--- config.mk ---
export PLATFORM = sky130hd
export DESIGN_NAME = fetch_sequencer
export DESIGN_NICKNAME = d
export VERILOG_FILES = /design/src/rtl/fetch_sequencer.sv
export SDC_FILE = /design/constraint.sdc
export NUM_CORES = 1
export LEC_CHECK = 0
export CAP_MARGIN = 20
export CORE_ASPECT_RATIO = 0.8
export CORE_MARGIN = 3
export CORE_UTILIZATION = 45
export DETAILED_ROUTE_END_ITERATION = 8
export PLACE_DENSITY_LB_ADDON = 0.25
export REMOVE_ABC_BUFFERS = 1
export SYNTH_ARGS = -nofsm -noshare
export SYNTH_HDL_FRONTEND = slang
export SYNTH_SLANG_ARGS = --single-unit
--- constraint.sdc ---
create_clock -name clk -period 3 [get_ports clk]
set_input_delay 0.3 -clock clk [delete_from_list [all_inputs] [get_ports clk]]
set_output_delay 0.3 -clock clk [all_outputs]
set_load 0.01 [all_outputs]
--- src/rtl/fetch_sequencer.sv ---
// Fetch sequencer: owns the fetch PC, keeps one instruction-memory request in
// flight at a time and presents a two-slot fetch packet to decode.
// PC source priority is flush, then decode redirect, then sequential.
// Responses that were already in flight when a redirect arrived are dropped.
module fetch_sequencer #(
  parameter int unsigned    AW       = 32,
  parameter int unsigned    DW       = 64,
  parameter logic [AW-1:0]  RESET_PC = '0
) (
  input  logic          clk,
  input  logic          reset,
  input  logic          stall,
  input  logic          flush_valid,
  input  logic [AW-1:0] flush_pc,
  input  logic          redirect_valid,
  input  logic [AW-1:0] redirect_pc,
  output logic          imem_req,
  output logic [AW-1:0] imem_addr,
  input  logic          imem_gnt,
  input  logic          imem_rvalid,
  input  logic [DW-1:0] imem_rdata,
  output logic          inst_valid,
  output logic [AW-1:0] inst_pc,
  output logic [1:0]    inst_mask,
  output logic [DW-1:0] inst_data
);

  typedef enum logic [1:0] {
    S_IDLE,
    S_REQ,
    S_WAIT,
    S_KILL
  } state_e;

  // One fetch line is 8 bytes; the line index is the PC above bit 3.
  localparam logic [AW-4:0] LINE_ONE = {{(AW-4){1'b0}}, 1'b1};

  state_e        state_q, state_d;
  logic [AW-1:0] pc_q, pc_d;
  logic          inst_valid_q, inst_valid_d;
  logic [AW-1:0] inst_pc_q, inst_pc_d;
  logic [1:0]    inst_mask_q, inst_mask_d;
  logic [DW-1:0] inst_data_q, inst_data_d;

  logic          redir;
  logic [AW-1:0] tgt;
  logic          out_free;
  logic          req;
  logic [AW-4:0] line_next;
  logic [AW-1:0] seq_pc;
  logic [1:0]    slot_mask;

  // Redirect arbitration: a flush overrides a decode redirect.
  assign redir = flush_valid | redirect_valid;
  assign tgt   = flush_valid ? flush_pc : redirect_pc;

  // Output register can take a new packet if empty or drained this cycle.
  assign out_free = !inst_valid_q || !stall;

  // Sequential PC moves to the start of the next line, wrapping at the top.
  assign line_next = pc_q[AW-1:3] + LINE_ONE;
  assign seq_pc    = {line_next, 3'b000};

  // An odd-word PC means the lower slot precedes the target and is invalid.
  assign slot_mask = pc_q[2] ? 2'b10 : 2'b11;

  // Request only when the packet it produces is guaranteed a free output slot.
  always_comb begin
    req = (state_q == S_REQ) && out_free && !redir;
  end

  // Next-state and datapath update for the PC, FSM and fetch packet register.
  always_comb begin
    state_d      = state_q;
    pc_d         = pc_q;
    inst_valid_d = inst_valid_q && stall;
    inst_pc_d    = inst_pc_q;
    inst_mask_d  = inst_mask_q;
    inst_data_d  = inst_data_q;

    // Any redirect invalidates the packet on offer, stalled or not.
    if (redir) begin
      inst_valid_d = 1'b0;
    end

    case (state_q)
      S_IDLE: begin
        state_d = S_REQ;
        if (redir) begin
          pc_d = tgt;
        end
      end

      S_REQ: begin
        if (redir) begin
          pc_d = tgt;
        end else if (req && imem_gnt) begin
          state_d = S_WAIT;
        end
      end

      S_WAIT: begin
        if (redir) begin
          pc_d    = tgt;
          // A response arriving with the redirect is stale and retires the
          // outstanding request; otherwise wait for it in KILL.
          state_d = imem_rvalid ? S_REQ : S_KILL;
        end else if (imem_rvalid) begin
          inst_valid_d = 1'b1;
          inst_pc_d    = pc_q;
          inst_mask_d  = slot_mask;
          inst_data_d  = imem_rdata;
          pc_d         = seq_pc;
          state_d      = S_REQ;
        end
      end

      S_KILL: begin
        if (redir) begin
          pc_d = tgt;
        end
        if (imem_rvalid) begin
          state_d = S_REQ;
        end
      end

      default: begin
        state_d = S_IDLE;
      end
    endcase
  end

  // State registers with asynchronous active-low reset.
  always_ff @(posedge clk or negedge reset) begin
    if (!reset) begin
      state_q      <= S_IDLE;
      pc_q         <= RESET_PC;
      inst_valid_q <= 1'b0;
      inst_pc_q    <= '0;
      inst_mask_q  <= '0;
      inst_data_q  <= '0;
    end else begin
      state_q      <= state_d;
      pc_q         <= pc_d;
      inst_valid_q <= inst_valid_d;
      inst_pc_q    <= inst_pc_d;
      inst_mask_q  <= inst_mask_d;
      inst_data_q  <= inst_data_d;
    end
  end

  assign imem_req   = req;
  assign imem_addr  = {pc_q[AW-1:3], 3'b000};
  assign inst_valid = inst_valid_q;
  assign inst_pc    = inst_pc_q;
  assign inst_mask  = inst_mask_q;
  assign inst_data  = inst_data_q;

endmodule

==> results of run 1 <==
==> area by class of cell <==
cell class / count / area (um2) / share of cell area [%]
flip-flops and latches: 133 / 3330 / 34.6
repair buffers: 284 / 2830 / 29.4
multi-input cells: 523 / 2640 / 27.4
clock buffers: 17 / 425 / 4.43
well taps: 180 / 225 / 2.34
clock inverters: 15 / 144 / 1.50
inverters: 6 / 22.5 / 0.234
==> flip-flops by register name (all words and copies together), names as in the netlist <==
register,count
pc_q,32
inst_pc,32
inst_mask,2
inst_data,64
inst_valid,1
state_q,2
==> metal layers <==
layer | global-route usage [%] | part of all wire, % | up-vias
met5 | 0 | 0 | -
met2 | 39.1 | 46 | 311
met3 | 7.69 | 8.3 | 41
met4 | 7.75 | 2.2 | 0
li1 | - | - | 2911
met1 | 33.6 | 43 | 2860
==> cell families after synthesis <==
family / Yosys count / share of synthesized area (%)
and+or+nand+nor: 403 / 27.3
xor gates and xnor gates: 1 / 0.136
AOI/OAI and AO/OA: 98 / 10.2
adders and majority gates: 1 / 0.194
DFF: 133 / 51.7
buffers and inverters: 83 / 7.62
other: 1 / 0.0583
muxes: 17 / 2.70
==> through the flow <==
step / setup TNS [ns] / cells / hold slack, ns / util (%) / setup slack [ns]
detailed placement: 0 / 1125 / 0.374 / 65.5 / 0.609
floorplan: -0.188 / 662 / 0.00441 / - / -0.188
global route: 0 / 1158 / 0.398 / 69.7 / 0.704
finish: 0 / 1158 / 0.396 / 69.7 / 0.773
CTS: 0 / 1158 / 0.383 / 69.7 / 0.766
global placement: 0 / 1125 / 0.377 / 65.5 / 0.676
==> worst paths after layout <==
check,from,end,slack (ns)
min reg2reg,pc_q[1],inst_pc[1],0.46
max reg2reg,pc_q[3],pc_q[17],0.91
max in group asynchronous,reset,inst_data[48],1.84
max,redirect_valid,imem_req,0.77
min,imem_rdata[58],inst_data[58],0.40
min in group asynchronous,reset,inst_pc[26],0.46
==> critical path, stage by stage <==
cell and delay (ns):
sky130_fd_sc_hd__clkdlybuf4s50_1 0.51, sky130_fd_sc_hd__nor2_1 0.29, sky130_fd_sc_hd__and4_1 0.28, sky130_fd_sc_hd__clkdlybuf4s50_1 0.55
==> power groups by stage <==
stage / sequential (uW) / clock (uW) / combinational [uW]
floorplan: 2120 / 0 / 203
global placement: 2080 / 0 / 820
detailed placement: 2080 / 0 / 830
CTS: 2050 / 2040 / 837
global route: 2080 / 2120 / 894
finish: 2060 / 2010 / 829
==> cell usage in the layout, fill, tap and decap left out, drive strengths merged, types with 3 or more instances in the layout <==
cell	n
a211oi	13
a21oi	19
a22oi	6
a311oi	4
a31oi	5
and3	5
and4	7
buf	22
clkbuf	17
clkdlybuf4s50	261
clkinv	5
clkinvlp	3
conb	3
dfrtp	133
inv	12
mux2	3
mux2i	14
nand2	301
nand2b	3
nand3	10
nand4	15
nor2	24
nor2b	7
nor3	9
nor3b	3
nor4	8
o21ai	18
o22a	6
o22ai	10
o31ai	3
or3	4
==> key figures, run 1 <==
Outcome
  – Status: complete, no violations

Logic synthesis
  – Top cell type's share of synthesized area: ~52%
  – Summed instance area of the synthesized netlist: 0.00643 mm2
  – Mean post-synth cell area: 8.73 um2
  – Fraction of the yosys area taken by sequential cells: 51.7%
  – Most used flip-flop cell after synthesis: sky130_fd_sc_hd__dfrtp_1
  – Count of flip-flops with a built-in enable after synthesis: 0
  – Largest cells by area after synthesis: sky130_fd_sc_hd__dfrtp_1, sky130_fd_sc_hd__nand2_1, sky130_fd_sc_hd__buf_4, sky130_fd_sc_hd__buf_2, sky130_fd_sc_hd__mux2i_1
  – Fraction of registers with async set/reset: 100%
  – Most frequently used cell type in the post-synthesis netlist: sky130_fd_sc_hd__nand2_1
  – Synth area leader: sky130_fd_sc_hd__dfrtp_1
  – Yosys warnings: 0
  – Flip-flop and latch count after synthesis: 133
  – Post-synthesis cell count: 737
  – Cell types with the highest counts after synthesis: sky130_fd_sc_hd__nand2_1, sky130_fd_sc_hd__dfrtp_1, sky130_fd_sc_hd__buf_2, sky130_fd_sc_hd__buf_4, sky130_fd_sc_hd__nor2_1
  – Distinct cell type count after synthesis: 57

Timing
  – Highest achievable clock rate: 449 MHz
  – Worst Max-Slew Pin Slew: 0.708 ns
  – Final count of pins violating max slew: 0
  – Final Skew: 0.0113 ns
  – RSZ-0062 raised after global routing: no
  – Minimum clock period: around 2.2 ns
  – Number of setup violations in the final report: 0
  – Headroom to the max-slew limit: 52.8%
  – Fraction of the cycle the final worst path needs: ~74%
  – Number of failing hold endpoints at the final stage: 0

Setup path
  – Required time of the critical path: 2.70 ns
  – R2R depth: 5
  – Crit path DAT: around 1.9 ns
  – Classification of the worst setup path: input port to output port
  – Largest driver fanout on the critical path: 4
  – Critical path launch point type: input port
  – Sort of element at the end of the critical path: output port

Place
  – Cell Area, Placed: 0.00903 mm2
  – Number of buffers inserted by port buffering: around 260
  – Weighted congestion reported at the end of routability-driven placement: around 0.9
  – Dpl hpwl: 14.2 mm

Finish
  – Number of antenna repair diodes: 0
  – Area added between synthesis and finish: 49.3%
  – Count of nets after finishing: 1101
  – Fraction of layout cells with a size suffix above 1: 6.75%
  – FILL cells: 1111
  – Final design instance area without fill: 0.00961 mm2

Floorplanning
  – Starting utilization of the core area: 46.7%
  – Chip Width: between 100 and 150 um
  – Standard-cell row count: 38
  – Height of the chip: 113 um
  – Total Die Area: 0.0158 mm2
  – Number of I/O pins: approximately 270
  – Area of the core region: ~0.014 mm2

Routing
  – 1st-iter DRT viols: 466
  – DRT Wirelength: 19.9 mm
  – Number of routed nets with antenna violations: 0
  – DRC violation count after routing: 0
  – Via total after detailed routing: 6123
  – Length of the first detailed-routing pass in iterations: 6
  – Average routed wire per standard cell: 17.2 um
  – Ratio of routed vias to standard cells: 5.29

Clock network
  – Number of setup buffers added after CTS: 0
  – Count of clock tree sinks: between 100 and 150
  – CTS Buffer Depth: 2
  – Hold bufs inserted after CTS: 1
  – CTS tree: yes
  – Clock tree root buffer cell: sky130_fd_sc_hd__clkbuf_16
  – Post-cts repair resize count: 0
  – H-tree levels: 4
  – Total clock buffers created by CTS: 17
  – Clock transition at the register clock pins on the worst setup and hold paths after CTS: roughly 0.060 ns
  – Insertion delay of the later-clocked pin in the worst-skew pair: around 0.42 ns

Power and ir drop
  – Leak Pwr: 0.00440 uW
  – Proportion of power drawn by flip-flops and latches: 42.0%
  – Power density over cell area: approximately 510 mW/mm2
  – Combinational share of power: 16.9%
  – Internal portion of total power: 3560 uW
  – Overall power after layout: 4900 uW
  – Part of the total power dissipated in the clock network: 41.1%
  – IR drop worst, VDD: 0.469 mV
  – Switching pwr: 1330 uW
  – Sw Ratio: approximately 27%

Global route
  – Initial antenna violation count: 0
  – Combined global-route utilization of all metal layers: 24.9%
  – Remaining Overflow, GRT: 0
  – Wire length of the first global-routing pass: 31.6 mm
  – Maximum number of pins on one net before global-route repair: 84
  – Via count of the first global-routing pass: 6053

Min path
  – Number of stages on the worst hold path: 3
  – Hold crit path type: input port to register

Flow run
  – Count of max-cap constraint violations: 0
Power figures use the tool's default switching activity.
==> run 2: changes to the inputs <==
- CORE_UTILIZATION: 45 -> 43
- clock period: 3 -> 2.3 ns (I/O delays scaled with it)
==> key figures, run 2 (synthesis gave the netlist of run 1 again) <==
Routing
  – Via total after detailed routing: 6176
  – Average routed wire per standard cell: 17.5 um
  – DRT Wirelength: 20.5 mm
  – 1st-iter DRT viols: 476
  – Length of the first detailed-routing pass in iterations: 5
  – Number of routed nets with antenna violations: 0
  – DRC violation count after routing: 0
  – Ratio of routed vias to standard cells: 5.26

Finish
  – Most common cell after layout, fill and taps aside: sky130_fd_sc_hd__nand2_1
  – Number of antenna repair diodes: 0
  – FILL cells: 1182
  – Area added between synthesis and finish: 51.8%
  – Most frequent cells in the layout: sky130_fd_sc_hd__nand2_1, sky130_fd_sc_hd__clkdlybuf4s50_1, sky130_fd_sc_hd__dfrtp_1, sky130_fd_sc_hd__buf_4, sky130_fd_sc_hd__nor2_1
  – Fraction of layout cells with a size suffix above 1: 7.78%
  – Count of nets after finishing: 1113
  – Final design instance area without fill: just under 0.01 mm2
  – Flip-flop count of the largest register, all copies and words added: 64

Timing
  – Fraction of the cycle the final worst path needs: between 80% and 90%
  – Final Skew: 0.00706 ns
  – Number of setup violations in the final report: 0
  – Final count of pins violating max slew: 0
  – Worst hold slack across all endpoints: about 0.34 ns
  – Setup slack of the critical path after layout: 0.262 ns
  – Worst Max-Slew Pin Slew: 0.588 ns
  – Number of failing hold endpoints at the final stage: 0
  – Minimum clock period: approximately 2.0 ns
  – Headroom to the max-slew limit: 60.8%
  – Highest achievable clock rate: 491 MHz
  – Summed negative setup slack over all endpoints: 0 ns
  – RSZ-0062 raised after global routing: no

Global route
  – Wire length of the first global-routing pass: approximately 32 mm
  – Initial antenna violation count: 0
  – Via count of the first global-routing pass: 6070
  – Remaining Overflow, GRT: 0
  – Combined global-route utilization of all metal layers: 25.1%
  – Maximum number of pins on one net before global-route repair: 81

Flow run
  – Count of max-cap constraint violations: 0

Floorplanning
  – Chip Width: 143 um
  – Number of I/O pins: 267
  – Height of the chip: 115 um
  – Starting utilization of the core area: 44.6%
  – Total Die Area: between 0.015 and 0.02 mm2
  – Standard-cell row count: 39
  – Area of the core region: 0.0144 mm2

Place
  – Pre-CTS setup slack: 0.212 ns
  – Number of buffers inserted by port buffering: 263
  – Cell Area, Placed: 0.00914 mm2
  – Weighted congestion reported at the end of routability-driven placement: approximately 0.88
  – Dpl hpwl: 14.8 mm

Clock network
  – Clock transition at the register clock pins on the worst setup and hold paths after CTS: 0.06 ns
  – CTS tree: yes
  – Insertion delay of the later-clocked pin in the worst-skew pair: 0.41 ns
  – H-tree levels: 4
  – Clock tree root buffer cell: sky130_fd_sc_hd__clkbuf_16
  – Count of clock tree sinks: 133
  – Total clock buffers created by CTS: 17
  – CTS Buffer Depth: 2
  – Post-cts repair resize count: 0
  – Number of setup buffers added after CTS: 0

Power and ir drop
  – Sw Ratio: 25.1%
  – Proportion of power drawn by flip-flops and latches: 40.3%
  – Internal portion of total power: 4950 uW
  – Part of the total power dissipated in the clock network: 42.7%
  – IR drop worst, VDD: 0.464 mV
  – Leak Pwr: 0.00447 uW
  – Power density over cell area: 677 mW/mm2
  – Combinational share of power: 17.1%
  – Switching pwr: 1660 uW

Setup path
  – Crit path DAT: 2.34 ns
  – Required time of the critical path: 2.60 ns
  – Largest driver fanout on the critical path: 7
  – Critical path launch point type: register
  – Ordered list of cells on the worst path: ha_1 > and4_1 > nand3_1 > or3_1 > a32o_1
  – Worst path max stage delay: roughly 0.46 ns
  – Cell with the largest stage delay on the worst path: sky130_fd_sc_hd__dfrtp_1
  – Sort of element at the end of the critical path: register
  – Classification of the worst setup path: register to register

Min path
  – Hold crit path type: input port to register

Outcome
  – Status: complete, no violations
run 2: worst paths after layout:
check | start | to | slack [ns] | cells after the start
min in group asynchronous | reset | inst_pc[28] | 0.35 | 2
max in group asynchronous | reset | inst_pc[7] | 1.25 | 3
worst max register to register | pc_q[4] | pc_q[17] | 0.26 | 5
worst min register to register | inst_mask[1] | inst_mask[1] | 0.47 | 1
worst min-delay path | imem_rdata[14] | inst_data[14] | 0.34 | 3
worst max-delay path | pc_q[4] | pc_q[17] | 0.26 | 5
run 2: worst max-delay path, delay by kind of cell, from the launching register on:
kind                       cells  cell delay [ns]
adders and majority gates      1             0.27
AOI/OAI and AO/OA              1             0.26
DFF                            1             0.46
and+or+nand+nor                3             0.94
run 2: area by class of cell:
cell class	count	area [um2]	area share, %
Tap cell	184	230	2.36
Inverter	6	22.5	0.231
Multi-Input combinational cell	523	2640	27.0
Sequential cell	133	3330	34.1
Timing Repair Buffer	296	2930	30.0
Clock inverter	11	150	1.54
Clock buffer	21	470	4.82
run 2: through the flow:
stage,utilization [%],cells,power (uW)
3_3_place_gp,63.3,1141,3810
6_report,67.6,1174,6610
5_1_grt,67.6,1174,6900
3_5_place_dp,63.3,1141,3830
4_1_cts,67.6,1174,6660
2_1_floorplan,-,662,3030
run 2: power by group through the flow:
stage          sequential, uW  clock (uW)  combinational, uW
6_report                 2660        2820               1130
5_1_grt                  2690        2990               1230
4_1_cts                  2660        2860               1140
3_5_place_dp             2700           0               1130
3_3_place_gp             2690           0               1120
2_1_floorplan            2770           0                265
run 2: timing repair:
item / CTS / global route
endpoints found under the setup margin: 0 / 0
endpoints found under the hold margin: 58 / 0
hold buffers: 1 / 0
run 2: routing by layer:
| metal | vias up | part of all wire [%] | routed length, um | track usage (%) |
|---|---|---|---|---|
| met4 | 0 | 1.2 | 249 | 6.21 |
| met5 | - | 0 | 0 | 0 |
| met1 | 2903 | 42 | 8540 | 32.7 |
| met3 | 23 | 9.6 | 1980 | 9.69 |
| li1 | 2934 | - | - | - |
| met2 | 316 | 48 | 9740 | 39.9 |
